### config.mk
export PLATFORM = sky130hd
export DESIGN_NAME = pc_sequencer
export DESIGN_NICKNAME = d
export VERILOG_FILES = /design/src/rtl/cpu_pkg.sv /design/src/rtl/ret_stack.sv /design/src/rtl/pc_sequencer.sv
export SDC_FILE = /design/constraint.sdc
export NUM_CORES = 1
export LEC_CHECK = 0
export ABC_AREA = 1
export CAP_MARGIN = 20
export CORE_MARGIN = 2
export CORE_UTILIZATION = 52
export DETAILED_ROUTE_END_ITERATION = 12
export PLACE_DENSITY = 0.87
export SLEW_MARGIN = 20
export SYNTH_ARGS = -nofsm -noshare
export SYNTH_HDL_FRONTEND = slang
export SYNTH_SLANG_ARGS = --single-unit
### constraint.sdc
create_clock -name clock -period 2.15 [get_ports clock]
set_clock_uncertainty 0.1 [all_clocks]
set_input_delay 0.645 -clock clock [delete_from_list [all_inputs] [get_ports clock]]
set_output_delay 0.645 -clock clock [all_outputs]
set_load 0.01 [all_outputs]
### src/rtl/cpu_pkg.sv
// Shared definitions for the 8-bit processor: flow-operation and fault encodings
// plus the program-counter sequencer's state type.
package cpu_pkg;

    localparam logic [2:0] PC_INC  = 3'd0;
    localparam logic [2:0] PC_JMP  = 3'd1;
    localparam logic [2:0] PC_CALL = 3'd2;
    localparam logic [2:0] PC_RET  = 3'd3;
    localparam logic [2:0] PC_GOTO = 3'd4;
    localparam logic [2:0] PC_JZ   = 3'd5;
    localparam logic [2:0] PC_JNZ  = 3'd6;

    localparam logic [1:0] ERR_NONE = 2'd0;
    localparam logic [1:0] ERR_OVF  = 2'd1;
    localparam logic [1:0] ERR_UNF  = 2'd2;
    localparam logic [1:0] ERR_ILL  = 2'd3;

    typedef enum logic [1:0] {
        ST_IDLE  = 2'd0,
        ST_EXEC  = 2'd1,
        ST_ERROR = 2'd2
    } state_t;

endpackage

### src/rtl/ret_stack.sv
// Return-address stack: DEPTH x W register array with push/pop and occupancy.
// The array itself is never reset; only the occupancy counter is.
module ret_stack #(
    parameter int DEPTH = 4,
    parameter int W     = 8
) (
    input  logic                     clock,
    input  logic                     reset,
    input  logic                     push,
    input  logic                     pop,
    input  logic [W-1:0]             push_data,
    output logic [W-1:0]             top_data,
    output logic [$clog2(DEPTH):0]   sp,
    output logic                     full,
    output logic                     empty
);

    localparam int AW   = $clog2(DEPTH);
    localparam int SP_W = AW + 1;

    logic [W-1:0]    mem_q [DEPTH];
    logic [SP_W-1:0] sp_q;
    logic [SP_W-1:0] sp_d;

    assign full     = (sp_q == SP_W'(DEPTH));
    assign empty    = (sp_q == '0);
    assign sp       = sp_q;
    assign top_data = mem_q[AW'(sp_q - 1'b1)];

    always_comb begin
        sp_d = sp_q;
        if (push && !full) begin
            sp_d = sp_q + 1'b1;
        end else if (pop && !empty) begin
            sp_d = sp_q - 1'b1;
        end
    end

    always_ff @(posedge clock or negedge reset) begin
        if (!reset) begin
            sp_q <= '0;
        end else begin
            sp_q <= sp_d;
        end
    end

    always_ff @(posedge clock) begin
        if (push && !full) begin
            mem_q[AW'(sp_q)] <= push_data;
        end
    end

endmodule

### src/rtl/pc_sequencer.sv
// Program counter sequencer: executes one flow operation per two-cycle handshake,
// owns the return-address stack and latches stack/opcode faults until cleared.
module pc_sequencer
    import cpu_pkg::*;
#(
    parameter int PC_W        = 8,
    parameter int STACK_DEPTH = 4,
    parameter int RESET_PC    = 0
) (
    input  logic                          clock,
    input  logic                          reset,
    input  logic                          op_valid,
    input  logic [2:0]                    op_code,
    input  logic [PC_W-1:0]               target,
    input  logic                          zero_flag,
    input  logic                          clear_err,
    output logic                          op_ready,
    output logic                          done,
    output logic [PC_W-1:0]               pc,
    output logic [$clog2(STACK_DEPTH):0]  sp,
    output logic                          err,
    output logic [1:0]                    err_code
);

    state_t          state_q, state_d;
    logic [PC_W-1:0] pc_q, pc_d;
    logic [PC_W-1:0] target_q, target_d;
    logic [2:0]      op_code_q, op_code_d;
    logic            zero_q, zero_d;
    logic            done_q, done_d;
    logic            err_q, err_d;
    logic [1:0]      err_code_q, err_code_d;
    logic            op_ready_q, op_ready_d;

    logic [PC_W-1:0] pc_inc;
    logic [PC_W-1:0] next_pc;
    logic [PC_W-1:0] stk_top;
    logic [1:0]      fault_code;
    logic            push, pop;
    logic            stk_full, stk_empty;

    ret_stack #(
        .DEPTH (STACK_DEPTH),
        .W     (PC_W)
    ) u_ret_stack (
        .clock     (clock),
        .reset     (reset),
        .push      (push),
        .pop       (pop),
        .push_data (pc_inc),
        .top_data  (stk_top),
        .sp        (sp),
        .full      (stk_full),
        .empty     (stk_empty)
    );

    // JMP adds the raw target: modulo 2^PC_W this equals adding the sign-extended offset.
    always_comb begin
        pc_inc     = pc_q + 1'b1;
        next_pc    = pc_inc;
        fault_code = ERR_NONE;
        case (op_code_q)
            PC_INC:  next_pc = pc_inc;
            PC_JMP:  next_pc = pc_q + target_q;
            PC_CALL: begin
                next_pc = target_q;
                if (stk_full) fault_code = ERR_OVF;
            end
            PC_RET: begin
                next_pc = stk_top;
                if (stk_empty) fault_code = ERR_UNF;
            end
            PC_GOTO: next_pc = target_q;
            PC_JZ:   next_pc = zero_q ? target_q : pc_inc;
            PC_JNZ:  next_pc = zero_q ? pc_inc : target_q;
            default: fault_code = ERR_ILL;
        endcase
    end

    always_comb begin
        state_d    = state_q;
        pc_d       = pc_q;
        target_d   = target_q;
        op_code_d  = op_code_q;
        zero_d     = zero_q;
        done_d     = 1'b0;
        err_d      = err_q;
        err_code_d = err_code_q;
        op_ready_d = op_ready_q;
        push       = 1'b0;
        pop        = 1'b0;
        case (state_q)
            ST_IDLE: begin
                if (op_valid) begin
                    op_code_d  = op_code;
                    target_d   = target;
                    zero_d     = zero_flag;
                    op_ready_d = 1'b0;
                    state_d    = ST_EXEC;
                end
            end
            ST_EXEC: begin
                if (fault_code != ERR_NONE) begin
                    err_d      = 1'b1;
                    err_code_d = fault_code;
                    state_d    = ST_ERROR;
                end else begin
                    pc_d       = next_pc;
                    done_d     = 1'b1;
                    op_ready_d = 1'b1;
                    push       = (op_code_q == PC_CALL);
                    pop        = (op_code_q == PC_RET);
                    state_d    = ST_IDLE;
                end
            end
            ST_ERROR: begin
                if (clear_err) begin
                    err_d      = 1'b0;
                    err_code_d = ERR_NONE;
                    op_ready_d = 1'b1;
                    state_d    = ST_IDLE;
                end
            end
            default: begin
                op_ready_d = 1'b1;
                state_d    = ST_IDLE;
            end
        endcase
    end

    always_ff @(posedge clock or negedge reset) begin
        if (!reset) begin
            state_q    <= ST_IDLE;
            pc_q       <= PC_W'(RESET_PC);
            target_q   <= '0;
            op_code_q  <= PC_INC;
            zero_q     <= 1'b0;
            done_q     <= 1'b0;
            err_q      <= 1'b0;
            err_code_q <= ERR_NONE;
            op_ready_q <= 1'b1;
        end else begin
            state_q    <= state_d;
            pc_q       <= pc_d;
            target_q   <= target_d;
            op_code_q  <= op_code_d;
            zero_q     <= zero_d;
            done_q     <= done_d;
            err_q      <= err_d;
            err_code_q <= err_code_d;
            op_ready_q <= op_ready_d;
        end
    end

    assign pc       = pc_q;
    assign done     = done_q;
    assign err      = err_q;
    assign err_code = err_code_q;
    assign op_ready = op_ready_q;

endmodule

Yosys cells after proc, flatten, opt, wreduce, memory -nomap -nowiden
Memories as Yosys holds them, arrays and structs flattened.
Index checks and enable logic that the tools add are counted.
- flip-flop bits (word level): 30
- memory bits (writable): 32
- input bits: 16
- output and inout bits: 16
- memories kept: 1
- memories (memory ; depth ; bits a word ; read ports ; clocked after Yosys merged registers in ; wr ports ; line ; text):
    u_ret_stack.mem_q ; 4 ; 8 ; 1 ; 0 ; 1 ; ret_stack.sv:21 ; logic [W-1:0] mem_q [DEPTH];
- add/sub/neg operators: 4
- eq/ne operators: 13
- mux-type cells: 29
- bitwise gates (word level): 1
- reduce and logical (&&, ||, !) cells: 17
- operator list (cell ; number):
    $pmux W8 S5 ; 1
    $mux W8 ; 2
    $mux W1 ; 14
    $eq A3 B3 Y1 const B ; 4
    $pmux W2 S3 ; 2
    $mux W2 ; 5
    $add A8 B1 Y8 const B ; 1
    $add A8 B8 Y8 ; 1
    $ne A2 B2 Y1 const B ; 4
    $eq A3 B2 Y1 const B ; 2
    $logic_not A3 Y1 ; 2
    $mux W3 ; 2
    $reduce_and A2 Y1 ; 3
    $reduce_and A3 Y1 ; 2
    $reduce_bool A2 Y1 ; 3
    $reduce_or A5 Y1 ; 1
    $pmux W2 S2 ; 1
    $add A3 B1 Y3 const B ; 1
    $eq A3 B1 Y1 const B ; 1
    $pmux W1 S3 ; 1
    $sub A3 B1 Y3 const B ; 1
    $eq A2 B1 Y1 const B ; 1
    $eq A2 B2 Y1 const B ; 1
    $logic_and A1 B1 Y1 ; 2
    5 further kinds ; 6

Logic depth before layout (Yosys ltp)
- word-level depth: 9
- mapped depth: 14
- gate-level depth less buffers: 12

Hierarchy
A second synthesis with hierarchy kept.
- cells, all modules: 407
- area, all modules: 3472.1 µm²
- modules (own cells, without submodules) (module ; instances ; cells an instance ; area each (µm²) ; sequential area each (µm²)):
    pc_sequencer ; 1 ; 267 ; 1891.8 ; 676.9
    ret_stack ; 1 ; 140 ; 1580.3 ; 1036.0

Worst setup path before layout
No wires, ideal clock.
- path kind: register to register
- start: register u_ret_stack.sp_q[0], in the netlist u_ret_stack.sp[0]
- end: memory u_ret_stack.mem_q[1][0] (enable)
- library setup time: 0.371 ns
- arrival: 1.968 ns
- required time: 1.679 ns
- setup slack: -0.289 ns
- stages on the path, launching flop included: 12
- path buffers: 2
- period minus slack after synthesis: 2.439 ns
- cells stage by stage: dfrtp_1 > buf_2 > inv_2 > buf_2 > ha_1 > nand2_2 > nand2_1 > nand2_2 > nand3_4 > inv_4 > nand2_4 > nor2_1
- word-level cells in the longest chain between the ends: 9
- RTL lines (what ; line ; text):
    from (decl) ; ret_stack.sv:22 ; logic [SP_W-1:0] sp_q;
    from (signal assigned) ; ret_stack.sv:43 ; sp_q <= sp_d;
    $eq A3 B3 Y1 / $logic_not A3 Y1 (equally long branches) ; ret_stack.sv:25, ret_stack.sv:26 ;
    $mux W1 / $mux W2 (equally long branches) ; pc_sequencer.sv:67, pc_sequencer.sv:71 ;
    $pmux W2 S3 ; pc_sequencer.sv:62 ; case (op_code_q)
    $reduce_bool A2 Y1 ; pc_sequencer.sv:103 ; if (fault_code != ERR_NONE) begin
    $mux W1 ; pc_sequencer.sv:103 ;
    $mux W1 ; pc_sequencer.sv:92 ; case (state_q)
    $logic_and A1 B1 Y1 ; ret_stack.sv:48 ; if (push && !full) begin
    $mux W1 ; ret_stack.sv:48 ;
    $mux W1 (implied by the code) ; ret_stack.sv:49 ; mem_q[AW'(sp_q)] <= push_data;
    to (decl) ; ret_stack.sv:21 ;
Several ways; a longest one is shown, not always the timed one.

Final worst setup path
- start: register pc_q[4], in the netlist pc[4]
- end: output port pc[4]
- RTL lines (what ; line ; text):
    from (decl) ; pc_sequencer.sv:26 ; logic [PC_W-1:0] pc_q, pc_d;
    from (signal assigned) ; pc_sequencer.sv:134 ; pc_q <= PC_W'(RESET_PC);
    from (signal assigned) ; pc_sequencer.sv:144 ; pc_q <= pc_d;
    to (decl) ; pc_sequencer.sv:19 ; output logic [PC_W-1:0] pc,
No word-level cell between the ends.

==> impl_results.html <==
<table>
<tr><th>Metric</th><th>Value</th></tr>
<tr><th colspan="2">Worst setup path</th></tr>
<tr><td>Worst path bufs/invs</td><td>1</td></tr>
<tr><td>Critical path launch point type</td><td>flop</td></tr>
<tr><td>Type of the setup path with the least slack</td><td>reg -&gt; out</td></tr>
<tr><td>Data arrival time at the worst-slack endpoint</td><td>1.36 ns</td></tr>
<tr><td>CP delay by family, top</td><td>buffers and inverters</td></tr>
<tr><td>Required @ worst endpoint</td><td>1.40 ns</td></tr>
<tr><td>Largest stage delay, worst path</td><td>0.57 ns</td></tr>
<tr><td>Cell type of the slowest stage on the worst timing path</td><td>sky130_fd_sc_hd__clkdlybuf4s50_1</td></tr>
<tr><td>Nature of the critical path endpoint</td><td>output port</td></tr>
<tr><td>List of cells traversed by the critical path</td><td>clkdlybuf4s50_1</td></tr>
<tr><td>Maximum fanout count along the critical path</td><td>5</td></tr>
<tr><th colspan="2">Pwr</th></tr>
<tr><td>Maximum vdd drop</td><td>between 0.7 and 0.8 mV</td></tr>
<tr><td>Total Power Consumption</td><td>6.02 mW</td></tr>
<tr><td>Leak Pwr</td><td>1.92 nW</td></tr>
<tr><td>Power density over cell area</td><td>1440 nW/µm²</td></tr>
<tr><th colspan="2">Timing</th></tr>
<tr><td>Tmin final</td><td>2.10 ns</td></tr>
<tr><td>Actual transition at the worst max-transition pin</td><td>0.514 ns</td></tr>
<tr><td>Setup violation total in the final timing report</td><td>0</td></tr>
<tr><td>Fin. max-slew vios</td><td>0</td></tr>
<tr><td>Final hold slack</td><td>0.381 ns</td></tr>
<tr><td>Fmax</td><td>0.475 GHz</td></tr>
<tr><td>Share of the cycle needed by the critical path after routing</td><td>approximately 98%</td></tr>
<tr><td>Max-Slew Margin vs Limit</td><td>between 60% and 70%</td></tr>
<tr><td>RSZ-0062 raised after global routing</td><td>false</td></tr>
<tr><td>Least setup slack across all paths after layout</td><td>approximately 0.045 ns</td></tr>
<tr><td>Hold Fails Final Rpt</td><td>0</td></tr>
<tr><td>Accumulated negative setup slack</td><td>0 ns</td></tr>
<tr><th colspan="2">GRT</th></tr>
<tr><td>Total grt overflow</td><td>0</td></tr>
<tr><td>Maximum number of pins on one net before global-route repair</td><td>31</td></tr>
<tr><td>First-pass GRT wire length</td><td>12.8 mm</td></tr>
<tr><td>Number of antenna violations at the first check in global routing</td><td>0</td></tr>
<tr><td>GRT Util Overall</td><td>22.8%</td></tr>
<tr><td>Via count of the first global-routing pass</td><td>2813</td></tr>
<tr><th colspan="2">Synth</th></tr>
<tr><td>Post-synthesis xor/xnor area fraction</td><td>1.51%</td></tr>
<tr><td>Adder-cell share of the synthesized area</td><td>5.24%</td></tr>
<tr><td>Yosys warns</td><td>0</td></tr>
<tr><td>Net count after synthesis</td><td>461</td></tr>
<tr><td>Mean instance size in the synthesized netlist</td><td>8.09 µm²</td></tr>
<tr><td>Area fraction in compound gates after synthesis</td><td>7.72%</td></tr>
<tr><td>Proportion of synthesized chip area in sequential cells</td><td>49.1%</td></tr>
<tr><td>Register bit total from synthesis</td><td>slightly above 60</td></tr>
<tr><td>Multiplexer share of the synthesized area</td><td>0%</td></tr>
<tr><td>Post-synthesis cell count</td><td>431</td></tr>
<tr><td>Largest family of logic cells by synthesized area</td><td>simple AND/OR/NAND/NOR gates</td></tr>
<tr><td>Fraction of the mapped netlist area in simple logic gates</td><td>28.8%</td></tr>
<tr><td>Distinct cell type count of the synthesized netlist</td><td>36</td></tr>
<tr><td>Cell Area, Synth</td><td>3490 µm²</td></tr>
<tr><th colspan="2">Drt</th></tr>
<tr><td>Remaining DRCs</td><td>0</td></tr>
<tr><td>Vias after detailed routing</td><td>3002</td></tr>
<tr><td>Drt first pass iters</td><td>5</td></tr>
<tr><td>Detail-routed net length per standard cell</td><td>~14 µm</td></tr>
<tr><td>Top routing layer in use</td><td>met4</td></tr>
<tr><td>Routed length on met2</td><td>3.58 mm</td></tr>
<tr><td>Met3 Routed Length</td><td>between 500 and 600 µm</td></tr>
<tr><td>Initial drt markers</td><td>216</td></tr>
<tr><td>Total wire length after detailed routing</td><td>7.84 mm</td></tr>
<tr><td>Count of antenna-violating nets left after detailed routing</td><td>0</td></tr>
<tr><td>Routed vias/inst</td><td>5.39</td></tr>
<tr><td>Post-route met1 wirelength</td><td>3.48 mm</td></tr>
<tr><th colspan="2">Clock network</th></tr>
<tr><td>Skew-Pair Late Insertion Delay</td><td>approximately 0.35 ns</td></tr>
<tr><td>Sinks on Clock Net</td><td>62</td></tr>
<tr><td>Number of levels in the clock H-tree</td><td>3</td></tr>
<tr><td>Clock slew at reported path FFs</td><td>0.07 ns</td></tr>
<tr><td>Clock tree from TritonCTS</td><td>built</td></tr>
<tr><td>Max clock buf depth</td><td>2</td></tr>
<tr><td>Total clock buffers created by CTS</td><td>9</td></tr>
<tr><td>CTS Root Cell</td><td>sky130_fd_sc_hd__clkbuf_8</td></tr>
<tr><th colspan="2">Flow run</th></tr>
<tr><td>Number of violations of the max-capacitance limit</td><td>0</td></tr>
<tr><th colspan="2">Cells and area</th></tr>
<tr><td>ANT cells</td><td>0</td></tr>
<tr><td>Filler instances</td><td>511</td></tr>
<tr><td>Fin util</td><td>65.0%</td></tr>
<tr><td>Cell Count, Final, Fillers Out</td><td>around 560</td></tr>
<tr><td>Net total in the final layout</td><td>505</td></tr>
<tr><td>Synth-to-layout area growth</td><td>19.8%</td></tr>
<tr><td>Total non-filler cell area in the finished layout</td><td>4180 µm²</td></tr>
<tr><td>Layout cells sized above 1</td><td>a little over a tenth</td></tr>
<tr><th colspan="2">Floorplan</th></tr>
<tr><td>Effective utilization at floorplan</td><td>54.3%</td></tr>
<tr><td>Full die area</td><td>7370 µm²</td></tr>
<tr><td>Height of the die</td><td>85.9 µm</td></tr>
<tr><td>Core area</td><td>~6400 µm²</td></tr>
<tr><td>Cell Rows</td><td>29</td></tr>
<tr><td>I/O pin count</td><td>32</td></tr>
<tr><td>Die X-Extent</td><td>85.9 µm</td></tr>
<tr><th colspan="2">Place</th></tr>
<tr><td>Post-DP HPWL</td><td>5.70 mm</td></tr>
<tr><td>Placed cell areas</td><td>3950 µm²</td></tr>
<tr><td>Cells after DPL</td><td>538</td></tr>
<tr><td>Routability congestion estimate from global placement</td><td>0.878</td></tr>
<tr><td>Pre-CTS setup slack</td><td>0.146 ns</td></tr>
<tr><td>Buffers added on ports</td><td>31</td></tr>
<tr><th colspan="2">Status</th></tr>
<tr><td>Status</td><td>complete, no violations</td></tr>
<tr><th colspan="2">Hold path</th></tr>
<tr><td>Hold/Removal Path Class</td><td>reg -&gt; reg</td></tr>
</table>
per-layer routing:
metal / vias up / global-route usage, %
met5: - / 0
met4: 0 / 12.3
met3: 30 / 5.20
met2: 135 / 34.9
met1: 1356 / 30.1
li1: 1481 / -
power by group:
part	internal, mW	switching (mW)
Combinational	1.23	1.89
Clock	0.521	0.445
Sequential	1.64	0.295
Total	3.39	2.63
cell usage after synthesis:
master / instances / area share [%]
sky130_fd_sc_hd__nor2_1: 41 / 4.4
sky130_fd_sc_hd__nor3_1: 1 / 0.14
sky130_fd_sc_hd__or2_0: 1 / 0.18
sky130_fd_sc_hd__nand3b_1: 1 / 0.22
sky130_fd_sc_hd__o211ai_1: 1 / 0.22
sky130_fd_sc_hd__nand3_1: 40 / 5.7
sky130_fd_sc_hd__buf_4: 1 / 0.22
sky130_fd_sc_hd__nand4_1: 5 / 0.90
sky130_fd_sc_hd__buf_2: 3 / 0.43
sky130_fd_sc_hd__a21boi_0: 1 / 0.22
sky130_fd_sc_hd__o21a_1: 1 / 0.22
sky130_fd_sc_hd__inv_4: 1 / 0.18
sky130_fd_sc_hd__o21ai_2: 1 / 0.25
sky130_fd_sc_hd__nand3_2: 1 / 0.29
sky130_fd_sc_hd__o21ai_1: 1 / 0.14
sky130_fd_sc_hd__fa_1: 1 / 0.57
sky130_fd_sc_hd__clkbuf_1: 3 / 0.32
sky130_fd_sc_hd__ha_1: 13 / 4.7
sky130_fd_sc_hd__a21boi_1: 1 / 0.22
sky130_fd_sc_hd__nor2_4: 1 / 0.32
sky130_fd_sc_hd__and2_1: 3 / 0.54
sky130_fd_sc_hd__nand3_4: 1 / 0.50
sky130_fd_sc_hd__buf_6: 2 / 0.65
sky130_fd_sc_hd__edfxtp_1: 32 / 28
sky130_fd_sc_hd__nand2_2: 4 / 0.72
sky130_fd_sc_hd__nand2_1: 133 / 14
sky130_fd_sc_hd__o21ai_0: 26 / 3.7
sky130_fd_sc_hd__dfrtp_1: 29 / 21
sky130_fd_sc_hd__xnor2_1: 1 / 0.25
sky130_fd_sc_hd__a21oi_1: 19 / 2.7
sky130_fd_sc_hd__dfstp_2: 1 / 0.75
sky130_fd_sc_hd__nand2_4: 1 / 0.32
sky130_fd_sc_hd__inv_1: 51 / 5.5
sky130_fd_sc_hd__nor2_2: 1 / 0.18
sky130_fd_sc_hd__inv_2: 3 / 0.32
sky130_fd_sc_hd__xor2_1: 5 / 1.3
cell type report:
type                    count  area (µm²)  area share, %
multi-input cells         305        1560           37.3
clock buffers              10         128           3.06
flip-flops and latches     62        1720           41.2
repair buffers             42         404           9.68
clock inverters             6        52.6           1.26
well taps                  77        96.3           2.31
inverters                  55         215           5.15
registers in the layout, summed over array words and instances, names as in the netlist, 2 cells and up:
name	flops
op_code_q	3
err_code	2
state_q	2
target_q	8
u_ret_stack.mem_q	32
u_ret_stack.sp	3
pc	8
path summary, 6_finish.rpt:
check | startpoint | to | slack [ns] | depth (start not counted)
max in group asynchronous | reset | op_ready | 1.16 | 2
min in group asynchronous | reset | target_q[7] | 0.56 | 2
min | err | err | 0.38 | 2
min reg2reg | err | err | 0.38 | 2
max | pc[4] | pc[4] | 0.05 | 1
max reg2reg | pc[0] | pc[2] | 0.15 | 8
what timing repair did:
item                                    4_1_cts  5_1_grt
endpoints found under the setup margin        4        4
setup buffers                                 0        3
pin swaps                                     0        0
hold buffers                                  0        0
endpoints found under the hold margin         0        0
resized for setup                             4        5
layout by cell type (no fill, tap or decap), types with 2 or more instances in the layout:
cell                              instances
sky130_fd_sc_hd__a21oi_1                 19
sky130_fd_sc_hd__and2_1                   3
sky130_fd_sc_hd__buf_4                   10
sky130_fd_sc_hd__clkbuf_8                 9
sky130_fd_sc_hd__clkdlybuf4s50_1         30
sky130_fd_sc_hd__clkinv_1                 2
sky130_fd_sc_hd__clkinv_2                 3
sky130_fd_sc_hd__dfrtp_1                 23
sky130_fd_sc_hd__dfrtp_2                  6
sky130_fd_sc_hd__edfxtp_1                32
sky130_fd_sc_hd__ha_1                    12
sky130_fd_sc_hd__inv_1                   50
sky130_fd_sc_hd__inv_2                    3
sky130_fd_sc_hd__nand2_1                133
sky130_fd_sc_hd__nand2_2                  4
sky130_fd_sc_hd__nand3_1                 40
sky130_fd_sc_hd__nand4_1                  5
sky130_fd_sc_hd__nor2_1                  37
sky130_fd_sc_hd__nor2_4                   5
sky130_fd_sc_hd__o21ai_0                 26
sky130_fd_sc_hd__xor2_1                   5
cell families after synthesis:
family / count (synthesis)
compound gates: 51
fa+ha+maj: 14
flops: 62
simple gates: 234
xor+xnor: 6
buf+inv: 64
(Power assumes the default switching activity.)
